`src/rtl/ov5640_init_pkg.sv`:
```
// Shared types and constants for the OV5640 init sequencer: FSM states,
// software-reset register identity and ROM entry field positions.
package ov5640_init_pkg;

    typedef enum logic [3:0] {
        ST_IDLE,
        ST_PWRUP,
        ST_FETCH,
        ST_LATCH,
        ST_ISSUE,
        ST_WAIT,
        ST_RSTDLY,
        ST_DONE,
        ST_FAIL
    } state_t;

    localparam logic [15:0] SW_RESET_REG = 16'h3008;
    localparam int          SW_RESET_BIT = 7;

    // ROM entry layout: {reg_addr[15:0], data[7:0]}
    localparam int REG_ADDR_MSB = 23;
    localparam int REG_ADDR_LSB = 8;
    localparam int DATA_MSB     = 7;

    function automatic logic is_sw_reset(input logic [15:0] reg_addr, input logic [7:0] data);
        return (reg_addr == SW_RESET_REG) && data[SW_RESET_BIT];
    endfunction

endpackage

```
`src/rtl/ov5640_delay_timer.sv`:
```
// Loadable down-counter shared by the power-up and post-software-reset waits.
// expired_o is high while the count is 1 or 0, so a load of 0 behaves as 1.
module ov5640_delay_timer #(
    parameter int CNT_W = 20
) (
    input  logic             clk,
    input  logic             rst_n,
    input  logic             load_i,
    input  logic [CNT_W-1:0] load_val_i,
    output logic             expired_o
);

    logic [CNT_W-1:0] cnt_q;

    always_ff @(posedge clk or negedge rst_n) begin
        if (!rst_n) begin
            cnt_q <= '0;
        end else if (load_i) begin
            cnt_q <= load_val_i;
        end else if (cnt_q != '0) begin
            cnt_q <= cnt_q - 1'b1;
        end
    end

    assign expired_o = (cnt_q <= CNT_W'(1));

endmodule

```
`src/rtl/ov5640_init_seq.sv`:
```
// Walks the OV5640 init ROM and issues one SCCB write per entry, with power-up
// and software-reset settle delays. Optional NACK retry: OV5640_INIT_RETRY_EN.
module ov5640_init_seq
    import ov5640_init_pkg::*;
#(
    parameter int REG_NUM         = 252,
    parameter int ADDR_WIDTH      = 8,
    parameter int PWRUP_DELAY_CYC = 1000000,
    parameter int RESET_DELAY_CYC = 250000,
    parameter int MAX_RETRY       = 3,
    localparam int RETRY_W        = (MAX_RETRY < 1) ? 1 : $clog2(MAX_RETRY + 1)
) (
    input  logic                  clk,
    input  logic                  rst_n,
    input  logic                  start,
    output logic [ADDR_WIDTH-1:0] rom_addr,
    input  logic [23:0]           rom_q,
    output logic                  wr_req,
    output logic [15:0]           wr_reg_addr,
    output logic [7:0]            wr_data,
    input  logic                  wr_done,
    input  logic                  wr_err,
    output logic                  busy,
    output logic                  init_done,
    output logic                  init_err,
    output state_t                dbg_state,
    output logic [RETRY_W-1:0]    dbg_retry
);

    localparam int MAX_DLY = (PWRUP_DELAY_CYC > RESET_DELAY_CYC) ? PWRUP_DELAY_CYC : RESET_DELAY_CYC;
    localparam int CNT_W   = (MAX_DLY < 1) ? 1 : $clog2(MAX_DLY + 1);
    localparam logic [ADDR_WIDTH-1:0] LAST_IDX = ADDR_WIDTH'(REG_NUM - 1);

    state_t                state_q;
    logic [ADDR_WIDTH-1:0] index_q;
    logic [15:0]           wr_reg_addr_q;
    logic [7:0]            wr_data_q;
    logic                  wr_req_q;
    logic                  busy_q;
    logic                  done_q;
    logic                  err_q;

    logic                  start_ok;
    logic                  wait_ack;
    logic                  sw_reset_ack;
    logic                  advance;
    logic                  tmr_load;
    logic [CNT_W-1:0]      tmr_load_val;
    logic                  tmr_expired;

    // Handshake: wr_req is a single-cycle pulse; address/data hold until the
    // master returns a single-cycle wr_done, with wr_err qualifying it as NACK.
    assign start_ok     = start && (state_q == ST_IDLE || state_q == ST_DONE || state_q == ST_FAIL);
    assign wait_ack     = (state_q == ST_WAIT) && wr_done && !wr_err;
    assign sw_reset_ack = wait_ack && is_sw_reset(wr_reg_addr_q, wr_data_q);
    assign advance      = (wait_ack && !sw_reset_ack) || ((state_q == ST_RSTDLY) && tmr_expired);

    // Timer loads on the same edge the FSM enters PWRUP or RSTDLY.
    assign tmr_load     = start_ok || sw_reset_ack;
    assign tmr_load_val = start_ok ? CNT_W'(PWRUP_DELAY_CYC) : CNT_W'(RESET_DELAY_CYC);

    ov5640_delay_timer #(
        .CNT_W(CNT_W)
    ) u_delay_timer (
        .clk       (clk),
        .rst_n     (rst_n),
        .load_i    (tmr_load),
        .load_val_i(tmr_load_val),
        .expired_o (tmr_expired)
    );

`ifdef OV5640_INIT_RETRY_EN
    logic [RETRY_W-1:0] retry_q;
    logic               retry_ok;

    assign retry_ok  = retry_q < RETRY_W'(MAX_RETRY);
    assign dbg_retry = retry_q;
`else
    assign dbg_retry = '0;
`endif

    always_ff @(posedge clk or negedge rst_n) begin
        if (!rst_n) begin
            state_q       <= ST_IDLE;
            index_q       <= '0;
            wr_reg_addr_q <= '0;
            wr_data_q     <= '0;
            wr_req_q      <= 1'b0;
            busy_q        <= 1'b0;
            done_q        <= 1'b0;
            err_q         <= 1'b0;
`ifdef OV5640_INIT_RETRY_EN
            retry_q       <= '0;
`endif
        end else begin
            wr_req_q <= 1'b0;
            case (state_q)
                ST_IDLE, ST_DONE, ST_FAIL: begin
                    if (start_ok) begin
                        state_q <= ST_PWRUP;
                        index_q <= '0;
                        busy_q  <= 1'b1;
                        done_q  <= 1'b0;
                        err_q   <= 1'b0;
`ifdef OV5640_INIT_RETRY_EN
                        retry_q <= '0;
`endif
                    end
                end
                ST_PWRUP: begin
                    if (tmr_expired) begin
                        state_q <= ST_FETCH;
                    end
                end
                ST_FETCH: begin
                    state_q <= ST_LATCH;
                end
                ST_LATCH: begin
                    wr_reg_addr_q <= rom_q[REG_ADDR_MSB:REG_ADDR_LSB];
                    wr_data_q     <= rom_q[DATA_MSB:0];
                    state_q       <= ST_ISSUE;
                end
                ST_ISSUE: begin
                    wr_req_q <= 1'b1;
                    state_q  <= ST_WAIT;
                end
                ST_WAIT: begin
                    if (wr_done && wr_err) begin
`ifdef OV5640_INIT_RETRY_EN
                        if (retry_ok) begin
                            retry_q <= retry_q + 1'b1;
                            state_q <= ST_ISSUE;
                        end else begin
                            state_q <= ST_FAIL;
                            busy_q  <= 1'b0;
                            err_q   <= 1'b1;
                        end
`else
                        state_q <= ST_FAIL;
                        busy_q  <= 1'b0;
                        err_q   <= 1'b1;
`endif
                    end else if (sw_reset_ack) begin
                        state_q <= ST_RSTDLY;
                    end
                end
                ST_RSTDLY: begin
                end
                default: begin
                    state_q <= ST_IDLE;
                    busy_q  <= 1'b0;
                end
            endcase

            // Common exit from WAIT (plain ack) and RSTDLY (delay expired).
            if (advance) begin
`ifdef OV5640_INIT_RETRY_EN
                retry_q <= '0;
`endif
                if (index_q == LAST_IDX) begin
                    state_q <= ST_DONE;
                    index_q <= '0;
                    busy_q  <= 1'b0;
                    done_q  <= 1'b1;
                end else begin
                    state_q <= ST_FETCH;
                    index_q <= index_q + 1'b1;
                end
            end
        end
    end

    assign rom_addr    = index_q;
    assign wr_req      = wr_req_q;
    assign wr_reg_addr = wr_reg_addr_q;
    assign wr_data     = wr_data_q;
    assign busy        = busy_q;
    assign init_done   = done_q;
    assign init_err    = err_q;
    assign dbg_state   = state_q;

endmodule

```
`config.mk`:
```
export PLATFORM = sky130hd
export DESIGN_NAME = ov5640_init_seq
export DESIGN_NICKNAME = d
export VERILOG_FILES = /design/src/rtl/ov5640_init_pkg.sv /design/src/rtl/ov5640_delay_timer.sv /design/src/rtl/ov5640_init_seq.sv
export SDC_FILE = /design/constraint.sdc
export NUM_CORES = 1
export LEC_CHECK = 0
export ABC_AREA = 1
export CAP_MARGIN = 20
export CELL_PAD_IN_SITES_DETAIL_PLACEMENT = 1
export CELL_PAD_IN_SITES_GLOBAL_PLACEMENT = 1
export CORE_ASPECT_RATIO = 2
export CORE_UTILIZATION = 41
export CTS_CLUSTER_DIAMETER = 80
export DETAILED_ROUTE_END_ITERATION = 8
export DONT_BUFFER_PORTS = 1
export PLACE_DENSITY_LB_ADDON = 0.15
export SYNTH_ARGS = -nofsm -noshare
export SYNTH_HDL_FRONTEND = slang
export SYNTH_HIERARCHICAL = 1
export SYNTH_SLANG_ARGS = --single-unit
```
`constraint.sdc`:
```
create_clock -name clk -period 2.2 [get_ports clk]
set_clock_uncertainty 0.05 [all_clocks]
set_input_delay 0.44 -clock clk [delete_from_list [all_inputs] [get_ports clk]]
set_output_delay 0.44 -clock clk [all_outputs]
set_load 0.02 [all_outputs]
```
Yosys cells after proc, flatten, opt, wreduce, memory -nomap -nowiden
Cells that the tools add are included.
{"block": "word_totals", "reg_bits": 60, "latch_bits": 0, "ramBits": 0, "mem_bits_ro": 0, "in_bits": 29, "output_inout_bits": 42, "wordCells": 80, "memories": 0}
{"block": "classes", "n_addsub": 2, "n_mul": 0, "n_div": 0, "n_lt_le_gt_ge": 1, "n_eq_ne": 16, "n_shift": 0, "muxes": 27, "n_bitwise": 0, "n_reduce_logical": 25}
{"operator": "two-way mux 20 bit", "count": 3}
{"operator": "two-way mux 8 bit", "count": 4}
{"operator": "one-hot mux 4 bit (7 select lines)", "count": 1}
{"operator": "less-or-equal comparator 20 x 1 -> 1 bit, second input constant", "count": 1}
{"operator": "two-way mux 4 bit", "count": 5}
{"operator": "nonzero test 20 bit", "count": 1}
{"operator": "subtractor 20 x 1 -> 20 bit, second input constant", "count": 1}
{"operator": "== test 16 x 14 -> 1 bit, second input constant", "count": 1}
{"operator": "== test 4 x 3 -> 1 bit, second input constant", "count": 4}
{"operator": "two-way mux 1 bit", "count": 11}
{"operator": "adder 8 x 1 -> 8 bit, second input constant", "count": 1}
{"operator": "== test 4 x 2 -> 1 bit, second input constant", "count": 2}
{"operator": "== test 8 bit, second input constant", "count": 1}
{"operator": "logical AND 1 bit", "count": 8}
{"operator": "nonzero test 2 bit", "count": 4}
{"operator": "inequality test 3 bit, second input constant", "count": 2}
{"operator": "OR reduction 5 bit", "count": 1}
{"operator": "== test 4 x 1 -> 1 bit, second input constant", "count": 1}
{"operator": "== test 4 bit, second input constant", "count": 1}
{"operator": "zero test 4 bit", "count": 1}
{"operator": "logical OR 1 bit", "count": 4}
{"operator": "inequality test 2 bit, second input constant", "count": 2}
{"operator": "inequality test 4 x 3 -> 1 bit, second input constant", "count": 1}
{"operator": "AND reduction 4 bit", "count": 1}
{"operator": "other kinds (8)", "count": 9}

Logic depth before layout (Yosys ltp)
Gate-level depths: netlist (run 1).
{"block": "logic_depth", "ltp_word": 9, "mapped_depth": 14}

Hierarchy
The synthesis (run 1) kept the hierarchy.
{"module": "ov5640_init_seq", "n_inst": 1, "cells_each": 198, "area_per_inst_um2": 2015.7, "seq_area_each_um2": 1001.0}
{"module": "ov5640_delay_timer", "n_inst": 1, "cells_each": 221, "area_per_inst_um2": 1541.5, "seq_area_each_um2": 500.5}

Worst setup path after synthesis (run 1)
OpenSTA, ideal clock, no wires.
{"block": "synth_timing", "path_type": "flip-flop to flip-flop", "start": "register state_q[1], in the netlist dbg_state[1]", "end": "register u_delay_timer.cnt_q[0]", "setup_ns": 0.115, "t_arrival_ns": 1.840, "t_required_ns": 2.035, "path_slack_ns": 0.195, "stages_incl_launch_ff": 14, "period_less_slack_ns": 2.005, "path_cell_list": "dfrtp_1 > nand2_1 > clkinv_1 > nand2_1 > nand2_1 > nand2_4 > nand2_1 > inv_2 > nand3_2 > nor2_2 > nand3_4 > buf_6 > o21ai_2 > inv_2"}
{"block": "synth_via", "elab_chain_cells": 6, "elab_cells_between_ends": 13, "classes_between": "eq/ne (3); mux (1); reduce/logical (9)"}
{"element": "start, declared", "line_no": "ov5640_init_seq.sv:34", "rtl": "state_t state_q;"}
{"element": "start signal, assigned", "line_no": "ov5640_init_seq.sv:84", "rtl": "state_q <= ST_IDLE;"}
{"element": "start signal, assigned", "line_no": "ov5640_init_seq.sv:100", "rtl": "state_q <= ST_PWRUP;"}
{"element": "start signal, assigned", "line_no": "ov5640_init_seq.sv:112", "rtl": "state_q <= ST_FETCH;"}
{"element": "== test 4 x 3 -> 1 bit, or another cell as far along", "line_no": "ov5640_init_seq.sv:53", "rtl": "assign start_ok = start && (state_q == ST_IDLE || state_q == ST_DONE || state_q == ST_FAIL);"}
{"element": "logical OR 1 bit / logical AND 1 bit (equally long branches) (2 in series)", "line_no": "ov5640_init_seq.sv:53, ov5640_init_seq.sv:54"}
{"element": "logical AND 1 bit (on tied branches)", "line_no": "ov5640_init_seq.sv:53, ov5640_init_seq.sv:55"}
{"element": "logical OR 1 bit (*)", "line_no": "ov5640_init_seq.sv:59", "rtl": "assign tmr_load = start_ok || sw_reset_ack;"}
{"element": "named net tmr_load", "line_no": "ov5640_init_seq.sv:47", "rtl": "logic tmr_load;"}
{"element": "two-way mux 20 bit / nonzero test 2 bit (equally long branches)"}
{"element": "end signal, assigned", "line_no": "ov5640_delay_timer.sv:19", "rtl": "cnt_q <= load_val_i;"}
{"element": "end signal, assigned", "line_no": "ov5640_delay_timer.sv:21", "rtl": "cnt_q <= cnt_q - 1'b1;"}
{"element": "end, declared", "line_no": "ov5640_delay_timer.sv:13", "rtl": "logic [CNT_W-1:0] cnt_q;"}
Mark *: on every way through the listed nets, which the timed path passes. The rest lies on a longest branch.
A chain may end at the register's enable or synchronous reset.

Final worst setup path (run 1)
{"block": "layout_timing", "start": "register u_delay_timer.cnt_q[15]", "end": "register state_q[2], in the netlist dbg_state[2]"}
{"block": "layout_via", "elab_chain_cells": 5, "elab_cells_between_ends": 9, "classes_between": "order compare (1); eq/ne (4); mux (1); reduce/logical (3)"}
{"element": "less-or-equal comparator 20 x 1 -> 1 bit (*)", "line_no": "ov5640_delay_timer.sv:25", "rtl": "assign expired_o = (cnt_q <= CNT_W'(1));"}
{"element": "named net tmr_expired", "line_no": "ov5640_init_seq.sv:49", "rtl": "logic tmr_expired;"}
{"element": "logical AND 1 bit", "line_no": "ov5640_init_seq.sv:56", "rtl": "assign advance = (wait_ack && !sw_reset_ack) || ((state_q == ST_RSTDLY) && tmr_expired);"}
{"element": "logical OR 1 bit", "line_no": "ov5640_init_seq.sv:56"}
{"element": "inequality test 4 x 3 -> 1 bit (no source line), or another cell as far along"}
{"element": "AND reduction 4 bit (no source line)"}
Marks and branches as above.

==> results of run 1 <==
## layer usage
layer,vias up,global-route usage
li1,1391,-
met1,1429,0.2049
met2,75,0.4543
met3,30,0.04623
met4,0,0.1458
met5,-,0
## cell families (layout without fill, tap and decap cells)
logic type      count (synthesis)  after routing  synth area share
flops                          60             60            0.4221
mux                            23             23           0.07281
xor+xnor                       10             10           0.02462
compound gates                 32             32           0.05628
simple gates                  225            225            0.3359
buf+inv                        63             86           0.07210
fa+ha+maj                       4              4           0.01407
other cells                     2             14          0.002111
## path summary, 6_finish.rpt
path,from,end,slack (ns),depth (start not counted)
max,u_delay_timer/cnt_q[15]$_DFFE_PN0P_,dbg_state[2]$_DFFE_PN0P_,0.11,11
min,rom_q[5],wr_data[5]$_DFFE_PN0P_,0.21,1
max reg2reg,u_delay_timer/cnt_q[15]$_DFFE_PN0P_,dbg_state[2]$_DFFE_PN0P_,0.11,11
min reg2reg,wr_reg_addr[3]$_DFFE_PN0P_,wr_reg_addr[3]$_DFFE_PN0P_,0.51,2
max in group asynchronous,rst_n,rom_addr[4]$_DFFE_PN0P_,1.22,2
min in group asynchronous,rst_n,u_delay_timer/cnt_q[8]$_DFFE_PN0P_,0.59,2
## final cells by class
type,count,share of cell area
sequential,60,0.3625
inverter,55,0.04980
tap,98,0.02958
timing repair buffer,15,0.03260
multi-input combinational,308,0.4476
clock inverter,3,0.01026
clock buffer,13,0.06761
## synthesized netlist by cell type, types with 3 or more instances
master | instances | area, sq um
inv_1 | 50 | 187.7
a21oi_1 | 6 | 30.03
buf_2 | 4 | 20.02
o21ai_0 | 13 | 65.06
dfrtp_1 | 60 | 1501
nand3_1 | 36 | 180.2
nand2_1 | 77 | 289.0
ha_1 | 4 | 50.05
nand2_4 | 5 | 56.30
nand3b_1 | 4 | 30.03
nor2_1 | 39 | 146.4
o21ai_1 | 4 | 20.02
nor2_4 | 3 | 33.78
or2_2 | 5 | 31.28
xor2_1 | 8 | 70.07
nor3_1 | 5 | 25.02
nor2_2 | 16 | 100.1
nand2_2 | 13 | 81.33
o22ai_1 | 4 | 25.02
nand3_2 | 3 | 30.03
mux2_2 | 23 | 259.0
inv_2 | 4 | 15.01
nand3_4 | 3 | 52.55
nand4_1 | 11 | 68.82
## stage by stage
stage / total power (uW) / instance area [sq um]
final: 6011 / 4145
after global routing: 6421 / 4145
after CTS: 6076 / 4130
after detailed placement: 4510 / 3765
after global placement: 4421 / 3765
after floorplan: 3855 / 3602
## power groups by stage
stage,sequential (uW),clock (uW),combinational [uW]
2_1_floorplan,2280,0,1580
3_3_place_gp,2300,0,2120
3_5_place_dp,2330,0,2180
4_1_cts,2310,1520,2240
5_1_grt,2380,1560,2490
6_report,2310,1480,2220
## state kept, by name, indices dropped and copies added, names as in the netlist
name	flops
wr_data	8
wr_req	1
rom_addr	8
init_done	1
init_err	1
wr_reg_addr	16
u_delay_timer/cnt_q	20
busy	1
dbg_state	4
## timing repair
action	in CTS	in global routing
resized for setup	1	3
pin swaps	0	1
endpoints found under the hold margin	60	0
setup buffers	0	1
hold buffers	2	0
setup endpoints to repair	1	5
==> impl_metrics.yaml, run 1 <==
clock_network:
  cts_tree: "yes"
  clk_latency_ns: 0.33
  clkSinkCount: 60
  root_buffer: "clkbuf_16"
  clk_pin_slew_ns: 0.05
  htreeDepth: 3
  clock_path_buffers: 2
  numCtsBuffers: 9
global_route:
  grt_start_max_net_pins: 61
  antenna_found_initial: 0
  grt.overflow.total: 0
  grt_pass1_vias: 3223
  grt_pass1_wl_um: 15480
  grt_usage: 0.2365
power:
  power.internal_uw: 3465
  p_sw_frac: 0.4236
  combPwrFrac: 0.369
  power.density_nw_per_um2: 1450
  p_switching_uw: 2546
  clkPwrFrac: 0.247
  p_leak_uw: 0.001996
  sequentialPowerShare: 0.384
  peakVddDrop_mv: 0.9318
layout:
  seq_area_sq_um: 1503
  diodes: 0
  nets: 482
  multi_input_area_sq_um: 1856
  mostFrequentLayoutCells: "77 x nand2_1, 59 x dfrtp_1, 50 x inv_1"
  drive_above_1_share: 0.2533
  final_util: 0.4964
  fillers: 1019
  fin_cells: 552
  areaGrowthSynthToFinish_pct: 16.53
  layout_commonest_cell: "nand2_1"
die:
  fp.dieH_um: 133.7
  num_rows: 47
  io-pin-count: 71
  die_x_um: 67.87
  start_util: 0.4260
  die_area_sq_um: 9075
  coreArea_sq_um: 8351
logic_synthesis:
  yosysSeqAreaShare: 0.4221
  synth_ff_type: "dfrtp_1"
  ys_seq_elements: 60
  synth_cells: 419
  avgSynthCellArea_sq_um: 8.490
  synth_area_sq_um: 3557
  synth.distinct_cells: 38
  synth-async-reset-ratio: 1.000
  synth-edff-count: 0
  yosys_warnings: 6
worst_setup_path:
  critPathArrivalTime_ns: 2.25
  crit_path_start_kind: "register"
  cp_common_cell: "nand2_1"
  crit_path_end_kind: "register"
  slowest_delay_ns: 0.43
  cpMaxStageDelayCell: "dfrtp_1"
  crit_type: "reg -> reg"
  crit_fanout: 5
  worst-path-buf-inv: 0
  cp_top_family: "simple AND/OR/NAND/NOR gates"
  cp_cell_sequence: "nor2_2 -> nand2_2 -> nor2_4 -> nand2_1 -> nor3_4 -> nand2_2 -> a21boi_4 -> nand2_4 -> nand3_4 -> nand2_1 -> nand2_1"
  cp.required_ns: 2.36
sta:
  fmax_mhz: 478.4
  setup_tns_ns: 0
  setup_viol: 0
  setup_slack_ns: 0.1096
  hold_viol: 0
  period_minus_slack_ns: 2.090
  period_share: 0.9502
  hold_ws_ns: 0.2140
  worst_pin_slew_ns: 0.6108
  slew_viol_final: 0
  slew_headroom: 0.5924
route:
  routed_via_density: 5.299
  first_iter_violations: 99
  vias: 2925
  maxUsedRoutingLayer: "met4"
  dr.pass1.iters: 4
  routed_wl_um: 9494
  dr_wl_met3_um: 373
  drc: 0
  ant_nets: 0
  wl_met2_um: 5637
  routedLengthMet1_um: 2976
  wl_per_cell_um: 17.20
flow_run:
  drv_cap: 0
min_path:
  hold_class: "in -> reg"
placement:
  dp_worst_setup_slack_ns: 0.03879
  gp_congestion: 0.8423
  dp.cells: 533
  dp_hpwl_um: 7392
  numPortBuffers: 0
status:
  outcome: "complete, no violations"
Note: power is estimated with default switching activity, not from simulation.
==> run 2: changes to the inputs <==
--- a/config.mk
+++ b/config.mk
@@ -10,11 +10,11 @@
 export CELL_PAD_IN_SITES_DETAIL_PLACEMENT = 1
 export CELL_PAD_IN_SITES_GLOBAL_PLACEMENT = 1
 export CORE_ASPECT_RATIO = 2
-export CORE_UTILIZATION = 41
+export CORE_UTILIZATION = 24
 export CTS_CLUSTER_DIAMETER = 80
 export DETAILED_ROUTE_END_ITERATION = 8
 export DONT_BUFFER_PORTS = 1
-export PLACE_DENSITY_LB_ADDON = 0.15
+export PLACE_DENSITY = 0.49
 export SYNTH_ARGS = -nofsm -noshare
 export SYNTH_HDL_FRONTEND = slang
 export SYNTH_HIERARCHICAL = 1
==> impl_metrics.yaml, run 2 (same netlist as run 1, synthesis figures left out) <==
layout:
  fillers: 1750
  mostFrequentLayoutCells: "77 x nand2_1, 60 x dfrtp_1, 50 x inv_1"
  diodes: 0
  drive_above_1_share: 0.2544
  nets: 484
  areaGrowthSynthToFinish_pct: 20.23
  largest-register: "u_delay_timer/cnt_q"
  layout_commonest_cell: "nand2_1"
  fin_area_sq_um: 4277
  largest_reg_flops: 20
min_path:
  hold_class: "in -> reg"
  hold_start: "rom_q[14]"
route:
  ant_nets: 0
  routed_wl_um: 10290
  dr.pass1.iters: 4
  drc: 0
  first_iter_violations: 59
  vias: 2905
  wl_per_cell_um: 15.89
  routed_via_density: 4.483
global_route:
  grt_util_met2: 0.2955
  grt_usage: 0.1469
  grt_util_met1: 0.1250
  grt_util_met3: 0.03419
  antenna_found_initial: 0
  grt_start_max_net_pins: 61
  grt_pass1_vias: 3312
  grt_pass1_wl_um: 16680
  grt.overflow.total: 0
  busiest_layer: "met2"
clock_network:
  numCtsBuffers: 9
  clkSinkCount: 60
  cts_tree: "yes"
  clk_latency_ns: 0.33
  clk_pin_slew_ns: 0.06
  clock_path_buffers: 2
  htreeDepth: 3
  root_buffer: "clkbuf_16"
worst_setup_path:
  regToRegStartpoint: "u_delay_timer/cnt_q[0]$_DFFE_PN0P_"
  crit_type: "reg -> reg"
  crit_path_end_kind: "register"
  critPathArrivalTime_ns: 2.18
  crit_path_start_kind: "register"
  crit_start: "u_delay_timer/cnt_q[0]$_DFFE_PN0P_"
  cp.required_ns: 2.37
  crit_fanout: 5
placement:
  dp_hpwl_um: 8116
  numPortBuffers: 0
  post_dp_cell_area_sq_um: 3918
  dp_worst_setup_slack_ns: 0.02217
  gp_congestion: 0.8472
sta:
  setup_slack_ns: 0.1850
  slew_viol_final: 0
  setup_viol: 0
  slew_headroom: 0.5801
  rsz0062_at_grt: "no"
  setup_tns_ns: 0
  worst_pin_slew_ns: 0.6291
  period_minus_slack_ns: 2.015
  fmax_mhz: 496.3
  period_share: 0.9159
  hold_viol: 0
  hold_ws_ns: 0.2046
power:
  p_total_uw: 6070
  power.density_nw_per_um2: 1419
  peakVddDrop_mv: 0.7747
  p_leak_uw: 0.001995
die:
  start_util: 0.2465
  die_area_sq_um: 15340
  fp.dieH_um: 174.2
  num_rows: 62
  coreArea_sq_um: 14430
  io-pin-count: 71
  die_x_um: 88.09
flow_run:
  drv_cap: 0
status:
  outcome: "complete, no violations"
## run 2: cell count changes in the layout (fill, tap and decap cells not counted)
cell	change
dfrtp_1	+1
buf_12	+1
dfrtp_2	-1
ha_2	+1
ha_1	-1
nor3_2	+1
buf_4	+1
clkinvlp_4	-1
nor3_4	-1
clkinv_4	+1
clkbuf_8	-1
clkbuf_1	+1
## run 2: per-stage QoR
step | util | cells
CTS | 0.2959 | 648
global placement | 0.2715 | 630
detailed placement | 0.2715 | 630
floorplan | - | 431
global route | 0.2964 | 648
finish | 0.2964 | 648
## run 2: layout make-up
class / count / area (sq um) / area share
Inverter: 55 / 206.4 / 0.04827
Clock inverter: 3 / 43.79 / 0.01024
Tap cell: 192 / 240.2 / 0.05617
Sequential cell: 60 / 1501 / 0.3511
Timing Repair Buffer: 17 / 162.7 / 0.03803
Multi-Input combinational cell: 308 / 1852 / 0.4330
Clock buffer: 13 / 270.3 / 0.06319
## run 2: what timing repair did
item | 4_1_cts | 5_1_grt
endpoints found under the hold margin | 60 | 0
endpoints found under the setup margin | 0 | 13
hold buffers | 2 | 0
gates resized for setup | 0 | 3
setup buffers | 0 | 0
## run 2: layer usage
| layer | routed length [um] | vias up |
|---|---|---|
| met1 | 3291 | 1414 |
| li1 | - | 1397 |
| met2 | 6208 | 69 |
| met5 | 0 | - |
| met3 | 430 | 25 |
| met4 | 363 | 0 |
## run 2: worst paths after layout
path | to | slack (ns) | cells after the start
min | wr_reg_addr[6]$_DFFE_PN0P_ | 0.20 | 1
min reg2reg | dbg_state[0]$_DFFE_PN0P_ | 0.48 | 2
max | dbg_state[2]$_DFFE_PN0P_ | 0.19 | 9
max in group asynchronous | u_delay_timer/cnt_q[3]$_DFFE_PN0P_ | 1.21 | 2
min in group asynchronous | u_delay_timer/cnt_q[14]$_DFFE_PN0P_ | 0.61 | 2
max reg2reg | dbg_state[2]$_DFFE_PN0P_ | 0.19 | 9
## run 2: worst max-delay path, cell delays in order, from the launching register on
cell and delay [ns]:
dfrtp_1 0.39, inv_1 0.13, ha_2 0.24, o21ai_1 0.22, nor3_2 0.09, nand2_2 0.14
a21boi_4 0.34, nand2_4 0.11, nand4_1 0.13, nand2_1 0.06
## run 2: power by group
group	leakage (uW)	total (uW)	internal, uW	switching [uW]
sequential	0.000719	2300	1580	726
clock	0.000156	1500	970	527
combinational	0.00112	2270	936	1330
